File: src/rtl/fifo_pkg.sv
// Shared definitions for the dual-clock FIFO pointer blocks (write and read side).
package fifo_pkg;

   localparam int ADDRSIZE_DEF = 5;

   typedef logic [ADDRSIZE_DEF:0] ptr_t;

   function automatic ptr_t bin2gray(input ptr_t b);
      return (b >> 1) ^ b;
   endfunction

   function automatic ptr_t gray2bin(input ptr_t g);
      ptr_t b;
      b = '0;
      for (int i = 0; i <= ADDRSIZE_DEF; i++) begin
         b[i] = ^(g >> i);
      end
      return b;
   endfunction

endpackage

File: src/rtl/wptr_full_if.sv
// Write-side pointer/status bundle between the write-domain user and wptr_full.
interface wptr_full_if
   import fifo_pkg::*;
#(
   parameter int ADDRSIZE = ADDRSIZE_DEF
);
   logic                winc;
   logic [ADDRSIZE:0]   wq2_rptr;
   logic                wovf_clr;
   logic [ADDRSIZE-1:0] waddr;
   logic [ADDRSIZE:0]   wptr;
   logic                wfull;
   logic                walmost_full;
   logic [ADDRSIZE:0]   wlevel;
   logic                woverflow;

   modport master (
      output winc, wq2_rptr, wovf_clr,
      input  waddr, wptr, wfull, walmost_full, wlevel, woverflow
   );

   modport slave (
      input  winc, wq2_rptr, wovf_clr,
      output waddr, wptr, wfull, walmost_full, wlevel, woverflow
   );
endinterface

File: src/rtl/gray2bin_conv.sv
// Combinational Gray-to-binary converter: each binary bit is the XOR of all
// Gray bits at or above it.
module gray2bin_conv
   import fifo_pkg::*;
#(
   parameter int W = ADDRSIZE_DEF + 1
) (
   input  logic [W-1:0] gray,
   output logic [W-1:0] bin
);

   // XOR-prefix from the MSB down
   always_comb begin
      bin = '0;
      for (int i = 0; i < W; i++) begin
         bin[i] = ^(gray >> i);
      end
   end

endmodule

File: src/rtl/wptr_full.sv
// Write pointer and full/almost-full/level/overflow status for the dual-clock FIFO.
// Status is computed against the synchronised read pointer, so it is pessimistic:
// wfull releases and wlevel drops only after a read crosses the synchroniser.
module wptr_full
   import fifo_pkg::*;
#(
   parameter int ADDRSIZE     = ADDRSIZE_DEF,
   parameter int AFULL_THRESH = 2**ADDRSIZE - 4
) (
   input  logic       wclk,
   input  logic       wrst,
   wptr_full_if.slave bus
);

   localparam logic [ADDRSIZE:0] AFULL_LVL = AFULL_THRESH[ADDRSIZE:0];

   logic [ADDRSIZE:0] wbin;
   logic [ADDRSIZE:0] wbinnext;
   logic [ADDRSIZE:0] wgraynext;
   logic [ADDRSIZE:0] rbin_s;
   logic [ADDRSIZE:0] wlevel_next;
   logic [ADDRSIZE:0] rptr_wrapped;
   logic              we;
   logic              wfull_val;

   gray2bin_conv #(.W(ADDRSIZE + 1)) u_rptr_conv (
      .gray (bus.wq2_rptr),
      .bin  (rbin_s)
   );

   // Next pointer, full detection and fill level from the synchronised read pointer
   always_comb begin
      we           = bus.winc & ~bus.wfull;
      wbinnext     = wbin + {{ADDRSIZE{1'b0}}, we};
      wgraynext    = (wbinnext >> 1) ^ wbinnext;
      // Full means the write pointer has lapped the read pointer exactly once
      rptr_wrapped = {~bus.wq2_rptr[ADDRSIZE:ADDRSIZE-1], bus.wq2_rptr[ADDRSIZE-2:0]};
      wfull_val    = (wgraynext == rptr_wrapped);
      wlevel_next  = wbinnext - rbin_s;
   end

   // Pointer and status registers
   always_ff @(posedge wclk) begin
      if (wrst) begin
         wbin             <= '0;
         bus.wptr         <= '0;
         bus.wfull        <= 1'b0;
         bus.wlevel       <= '0;
         bus.walmost_full <= 1'b0;
      end else begin
         wbin             <= wbinnext;
         bus.wptr         <= wgraynext;
         bus.wfull        <= wfull_val;
         bus.wlevel       <= wlevel_next;
         bus.walmost_full <= (wlevel_next >= AFULL_LVL);
      end
   end

   // Sticky overflow; a rejected write wins over a simultaneous clear
   always_ff @(posedge wclk) begin
      if (wrst) begin
         bus.woverflow <= 1'b0;
      end else if (bus.winc && bus.wfull) begin
         bus.woverflow <= 1'b1;
      end else if (bus.wovf_clr) begin
         bus.woverflow <= 1'b0;
      end
   end

   assign bus.waddr = wbin[ADDRSIZE-1:0];

endmodule
File: src/flat_wrapper.sv
// flat-port wrapper written by rule: the top's interface ports become plain ports
module wptr_full_flat import fifo_pkg::*;
#(
   parameter int ADDRSIZE     = ADDRSIZE_DEF,
   parameter int AFULL_THRESH = 2**ADDRSIZE - 4
)
  (wclk, wrst, bus_winc, bus_wq2_rptr, bus_wovf_clr, bus_waddr, bus_wptr, bus_wfull, bus_walmost_full, bus_wlevel, bus_woverflow);
  wptr_full_if #(.ADDRSIZE(ADDRSIZE)) bus_i ();
  input  logic wclk;
  input  logic wrst;
  input wire logic [$bits(bus_i.winc)-1:0] bus_winc;
  input wire logic [$bits(bus_i.wq2_rptr)-1:0] bus_wq2_rptr;
  input wire logic [$bits(bus_i.wovf_clr)-1:0] bus_wovf_clr;
  output wire logic [$bits(bus_i.waddr)-1:0] bus_waddr;
  output wire logic [$bits(bus_i.wptr)-1:0] bus_wptr;
  output wire logic [$bits(bus_i.wfull)-1:0] bus_wfull;
  output wire logic [$bits(bus_i.walmost_full)-1:0] bus_walmost_full;
  output wire logic [$bits(bus_i.wlevel)-1:0] bus_wlevel;
  output wire logic [$bits(bus_i.woverflow)-1:0] bus_woverflow;
  assign bus_i.winc = bus_winc;
  assign bus_i.wq2_rptr = bus_wq2_rptr;
  assign bus_i.wovf_clr = bus_wovf_clr;
  assign bus_waddr = bus_i.waddr;
  assign bus_wptr = bus_i.wptr;
  assign bus_wfull = bus_i.wfull;
  assign bus_walmost_full = bus_i.walmost_full;
  assign bus_wlevel = bus_i.wlevel;
  assign bus_woverflow = bus_i.woverflow;
  wptr_full #(.ADDRSIZE(ADDRSIZE), .AFULL_THRESH(AFULL_THRESH)) u_core (.wclk(wclk), .wrst(wrst), .bus(bus_i));
endmodule
File: config.mk
export PLATFORM = sky130hd
export DESIGN_NAME = wptr_full_flat
export DESIGN_NICKNAME = d
export VERILOG_FILES = /design/src/rtl/fifo_pkg.sv /design/src/rtl/wptr_full_if.sv /design/src/rtl/gray2bin_conv.sv /design/src/rtl/wptr_full.sv /design/src/flat_wrapper.sv
export SDC_FILE = /design/constraint.sdc
export NUM_CORES = 1
export LEC_CHECK = 0
export BUFFER_PORTS_ARGS = -buffer_cell sky130_fd_sc_hd__buf_2
export CORE_MARGIN = 2
export CORE_UTILIZATION = 45
export CTS_CLUSTER_DIAMETER = 80
export DETAILED_ROUTE_END_ITERATION = 16
export GPL_TIMING_DRIVEN = 0
export HOLD_SLACK_MARGIN = 0.1
export PLACE_DENSITY_LB_ADDON = 0.15
export SLEW_MARGIN = 10
export SYNTH_ARGS = -nofsm -noshare
export SYNTH_HDL_FRONTEND = slang
export SYNTH_SLANG_ARGS = --single-unit
File: constraint.sdc
create_clock -name wclk -period 3.7 [get_ports wclk]
set_input_delay 0.74 -clock wclk [delete_from_list [all_inputs] [get_ports wclk]]
set_output_delay 0.74 -clock wclk [all_outputs]
set_load 0.01 [all_outputs]
---- Yosys cells after proc, flatten, opt, wreduce, memory -nomap -nowiden ----
Index checks and enable logic that the tools add are counted.
word-level totals
  register bits ........................... 21
  latch bits .............................. 0
  bits in writable memories ............... 0
  bits in read-only memories .............. 0
  input port bits ......................... 10
  output and inout bits ................... 20
  word-level logic and storage cells ...... 24
  memories kept ........................... 0
operators by class
  $add $sub $neg .......................... 2
  $mul .................................... 0
  div/mod/pow operators ................... 0
  magnitude comparators ................... 1
  eq/ne operators ......................... 1
  shift-type cells ........................ 0
  mux-type cells .......................... 2
  bitwise operators ....................... 4
  reductions and logical operators ........ 8
operators with widths
  kind                                                  number
  XOR reduction 6 bit                                   6
  adder 6 x 1 -> 6 bit                                  1
  == test 6 bit                                         1
  >= comparator 6 x 5 -> 1 bit (second input constant)  1
  subtractor 6 bit                                      1
  XOR 5 x 6 -> 6 bit                                    1
  2-to-1 mux 1 bit                                      2
  NOT 2 bit                                             1
  nonzero test 2 bit                                    1
  AND 1 bit                                             1
  logical AND 1 bit                                     1
  NOT 1 bit                                             1

---- Depth between registers and ports, before layout ----
  depth in word-level cells ............... 5
  gate-level depth with buffers ........... 12

---- Hierarchy ----
From an unflattened synthesis, not the netlist that was laid out.
unflattened totals
  cell total of the unflattened synthesis .. 122
  area total of the unflattened synthesis .. 1,197.4 µm²
modules (own cells, without submodules)
  module         instances  cells an instance  area each (µm²)  sequential area each (µm²)
  wptr_full      1          115                1,088.5          400.4
  gray2bin_conv  1          7                  108.9            0.0

---- Worst setup path after synthesis ----
Ideal clock, no wire load.
  path type ............................... input -> register
  start ................................... input bus_wq2_rptr[5]
  end ..................................... register u_core.bus.walmost_full
  library setup time ...................... 0.059 ns
  arrival time ............................ 3.165 ns
  data required time ...................... 3.641 ns
  setup slack ............................. 0.476 ns
  cell stages on the path ................. 12
  buffers on the path ..................... 0
  cell sequence ........................... xor2_1 > xnor2_1 > xor2_1 > xor2_1 > xnor2_1 > ha_1 > nand2b_1 > a21oi_1 > o31a_1 > or4b_1 > nand4_1 > a31o_1
on the way
  longest elaborated chain between the ends .. 3
  elaborated cells between the ends (all ways) .. 8
  those cells by class .................... 1 x add/sub; 1 x order compare; 6 x reduce/logical
ends and longest elaborated chain
  what                              line                 source
  from (decl)                       flat_wrapper.sv:12   input wire logic [$bits(bus_i.wq2_rptr)-1:0] bus_wq2_rptr;
  XOR reduction 6 bit               gray2bin_conv.sv:16  bin[i] = ^(gray >> i);
  subtractor 6 bit (*)              wptr_full.sv:39      wlevel_next = wbinnext - rbin_s;
  >= comparator 6 x 5 -> 1 bit (*)  wptr_full.sv:55      bus.walmost_full <= (wlevel_next >= AFULL_LVL);
  to (signal assigned)              wptr_full.sv:55
  to (decl)                         wptr_full_if.sv:24   output waddr, wptr, wfull, walmost_full, wlevel, woverflow
Every way passes the cells marked *; elsewhere a longest branch is shown, timed or not.
A chain may end at the register's enable or synchronous reset.

---- Worst setup path in the final report ----
  start ................................... input bus_wq2_rptr[4]
  end ..................................... register u_core.bus.walmost_full
The elaborated chain is that of the path after synthesis.

==> impl_metrics.tcl <==
set metrics [dict create \
    status "complete, no violations" \
    port_buffers 29 \
    cts_tree "yes" \
    max_cap_violations 0 \
    seqPwrFrac 0.447 \
    min_delay_path_depth 2 \
    switching_share 0.307 \
    core-area_mm2 0.00243 \
    slew_headroom 0.681 \
    grt_pass1_vias 884 \
    numPlacedInstances 176 \
    power_density_mw_per_mm2 405 \
    synth.top_cell.area_share 0.355 \
    drive_gt1_frac 0.280 \
    cts_root_buf "clkbuf_4" \
    critPathCaptureType "register" \
    cts.clk_slew.worst_paths_ns 0.11 \
    peakVddDrop_mv 0.213 \
    clkPwrFrac 0.232 \
    reg2reg_depth 11 \
    syn_nets 134 \
    grt_pass1_wl_um 3680 \
    cts_buffer_depth 2 \
    dr.pass1.iters 3 \
    syn_avg_cell_area_um2 9.64 \
    nets 168 \
    n_fill_cell 248 \
    grt_max_degree 12 \
    n_antenna_cell 0 \
    hold_class "register to register" \
    cpMaxStageDelayCell "or4b_1" \
    num_rows 18 \
    die_w_um 54.1 \
    synth.distinct_cells 39 \
    power.internal_mw 0.379 \
    dr_total_vias 886 \
    synthFlopType "dfxtp_1" \
    syn_area_mm2 0.00113 \
    leakage_nw 0.627 \
    die_y_um 54.1 \
    synth_area_leaders "dfxtp_1 36%, xnor2_1 10%, xor2_1 7.0%" \
    worst-slew-pin-transition_ns 0.479 \
    start_kind "input pin" \
    hp-start "u_core.bus.woverflow" \
    required_ns 3.95 \
    hold_viol 0 \
    h-tree-depth 1 \
    wl_per_cell_um 11.6 \
    synth_edf_count 0 \
    rr_startpoint "u_core.bus.wfull" \
    cts_hold_buf 0 \
    post-cts-setup-buffers 0 \
    crit_top_cell "xor2_1" \
    yosysTopAreaCell "dfxtp_1" \
    dpl.hpwl_um 1650 \
    syn2layout_area_growth_pct 19.8 \
    fp.dieArea_mm2 0.00292 \
    place.gp.congestion 0.782 \
    switchingPower_mw 0.168 \
    worstPathArrival_ns 3.57 \
    rsz0062_at_grt "no" \
    remaining_drc_errors 0 \
    netlist_instances 117 \
    start_util 0.463 \
    slew_violations 0 \
    regToRegSetupSlack_ns 0.84 \
    setup_viol 0 \
    pwr-share-comb 0.321 \
    finalNonFillerCells 180 \
    dpl_cell_area_mm2 0.00131 \
    grt_usage 0.174 \
    hold_end "u_core.bus.woverflow" \
    drt-initial-drc-count 18 \
    finalCritPeriodShare 0.897 \
    postLayoutCellArea_mm2 0.00135 \
    antenna_found_initial 0 \
    drt_wl_total_um 2090 \
    via_per_inst 4.92 \
    cp_max_fo 6 \
    finalCriticalPeriod_ns 3.32 \
    synthTopCellsByCount "20 x dfxtp_1, 13 x xnor2_1, 11 x nor2_1" \
    fin_util 0.555 \
    ys_async_sr_fraction 0 \
    slowest_delay_ns 0.51 \
    synth.most_common_cell "dfxtp_1" \
    setup-tns-final_ns 0 \
    path_cells "buf_2 -> xor2_1 -> xnor2_1 -> xor2_1 -> xor2_1 -> xnor2_1 -> ha_1 -> nand2b_1 -> a21oi_2 -> o31a_1 -> or4b_1 -> nand4_1 -> a31o_1" \
    fmax_mhz 301 \
    clkSinkCount 20 \
    numCtsBuffers 3 \
    rr_endpoint "u_core.bus.walmost_full" \
    clock_latency_ns 0.30 \
    synth_seq_cells 20 \
    yosysWarnings 0 \
    antenna_left 0 \
    cts-resized-gates 0 \
    overflow 0 \
    worstSetupPathType "input pin to register" \
    ios 30 \
    yosysSeqAreaShare 0.355 \
    finClkSkew_ns 0.00224 \
]
[critical path, delay by kind of cell]
family / cells / cell delay (ns)
AO/OA/AOI/OAI: 3 / 0.47
XOR/XNOR: 5 / 1.21
AND/OR/NAND/NOR: 3 / 0.79
adder cells (fa/ha/maj): 1 / 0.20
buffers and inverters: 1 / 0.15
[sequential cells by signal, summed over array words and instances, names as in the netlist]
signal / cells
u_core.bus.wlevel: 6
u_core.wbin: 6
u_core.bus.wptr: 5
u_core.bus.walmost_full: 1
u_core.bus.wfull: 1
u_core.bus.woverflow: 1
[how the worst max path moves through the flow]
stage	from	end	slack, ns	cells after the start
2_1_floorplan	bus_wq2_rptr[5]	u_core.bus.walmost_full	0.48	12
6_report	bus_wq2_rptr[4]	u_core.bus.walmost_full	0.38	13
4_1_cts	bus_wq2_rptr[4]	u_core.bus.walmost_full	0.29	13
3_3_place_gp	bus_wq2_rptr[4]	u_core.bus.walmost_full	0.08	13
5_1_grt	bus_wq2_rptr[4]	u_core.bus.walmost_full	0.09	13
3_5_place_dp	bus_wq2_rptr[4]	u_core.bus.walmost_full	-0.003	13
[area by class of cell]
cell class | count | area, µm² | area share
well taps | 30 | 37.5 | 0.0278
clock buffers | 4 | 36.3 | 0.0269
multi-input cells | 89 | 688 | 0.510
flip-flops and latches | 20 | 400 | 0.297
inverters | 4 | 15.0 | 0.0111
repair buffers | 29 | 145 | 0.108
plain buffers | 4 | 27.5 | 0.0204
[routing by layer]
metal | part of all wire | GRT usage
met1 | 0.47 | 0.218
met2 | 0.49 | 0.289
met3 | 0.042 | 0.0361
met4 | 0.0062 | 0.0708
met5 | 0 | 0
[power by group through the flow]
stage / Combinational (mW) / Sequential [mW] / Clock, mW
global route: 0.205 / 0.248 / 0.142
global placement: 0.172 / 0.249 / 0
detailed placement: 0.174 / 0.250 / 0
CTS: 0.176 / 0.245 / 0.130
finish: 0.176 / 0.244 / 0.127
floorplan: 0.110 / 0.264 / 0
[cell families (layout without fill, tap and decap cells)]
logic type,after synthesis,count (layout),share of synthesized area
simple gates,40,40,0.198
xor+xnor,25,25,0.214
flops,20,20,0.355
compound gates,16,16,0.102
buf+inv,8,41,0.0377
fa+ha+maj,7,7,0.0843
mux,1,1,0.00888
[per-stage QoR]
stage               power (mW)  hold slack [ns]  worst slack [ns]
floorplan                0.374            0.489             0.476
global placement         0.421            0.453            0.0797
detailed placement       0.424            0.478          -0.00253
CTS                      0.551            0.494             0.290
global route             0.595            0.506            0.0884
finish                   0.547            0.481             0.380
[layout by cell type, fill, tap and decap left out, types with 2 or more instances in the layout]
cell      netlist  final
a21oi_1         3      2
and2_1          6      6
buf_2           1     30
clkbuf_4        0      3
dfxtp_1        20     20
ha_1            6      6
inv_1           4      4
nand2_1         4      4
nand2b_1        4      4
nand4_1         3      3
nor2_1         11     11
nor2b_1         5      5
o21ai_0         2      2
xnor2_1        13     13
xnor2_2         2      2
xor2_1          9      9
No activity file was read; power rests on OpenSTA's default activity.
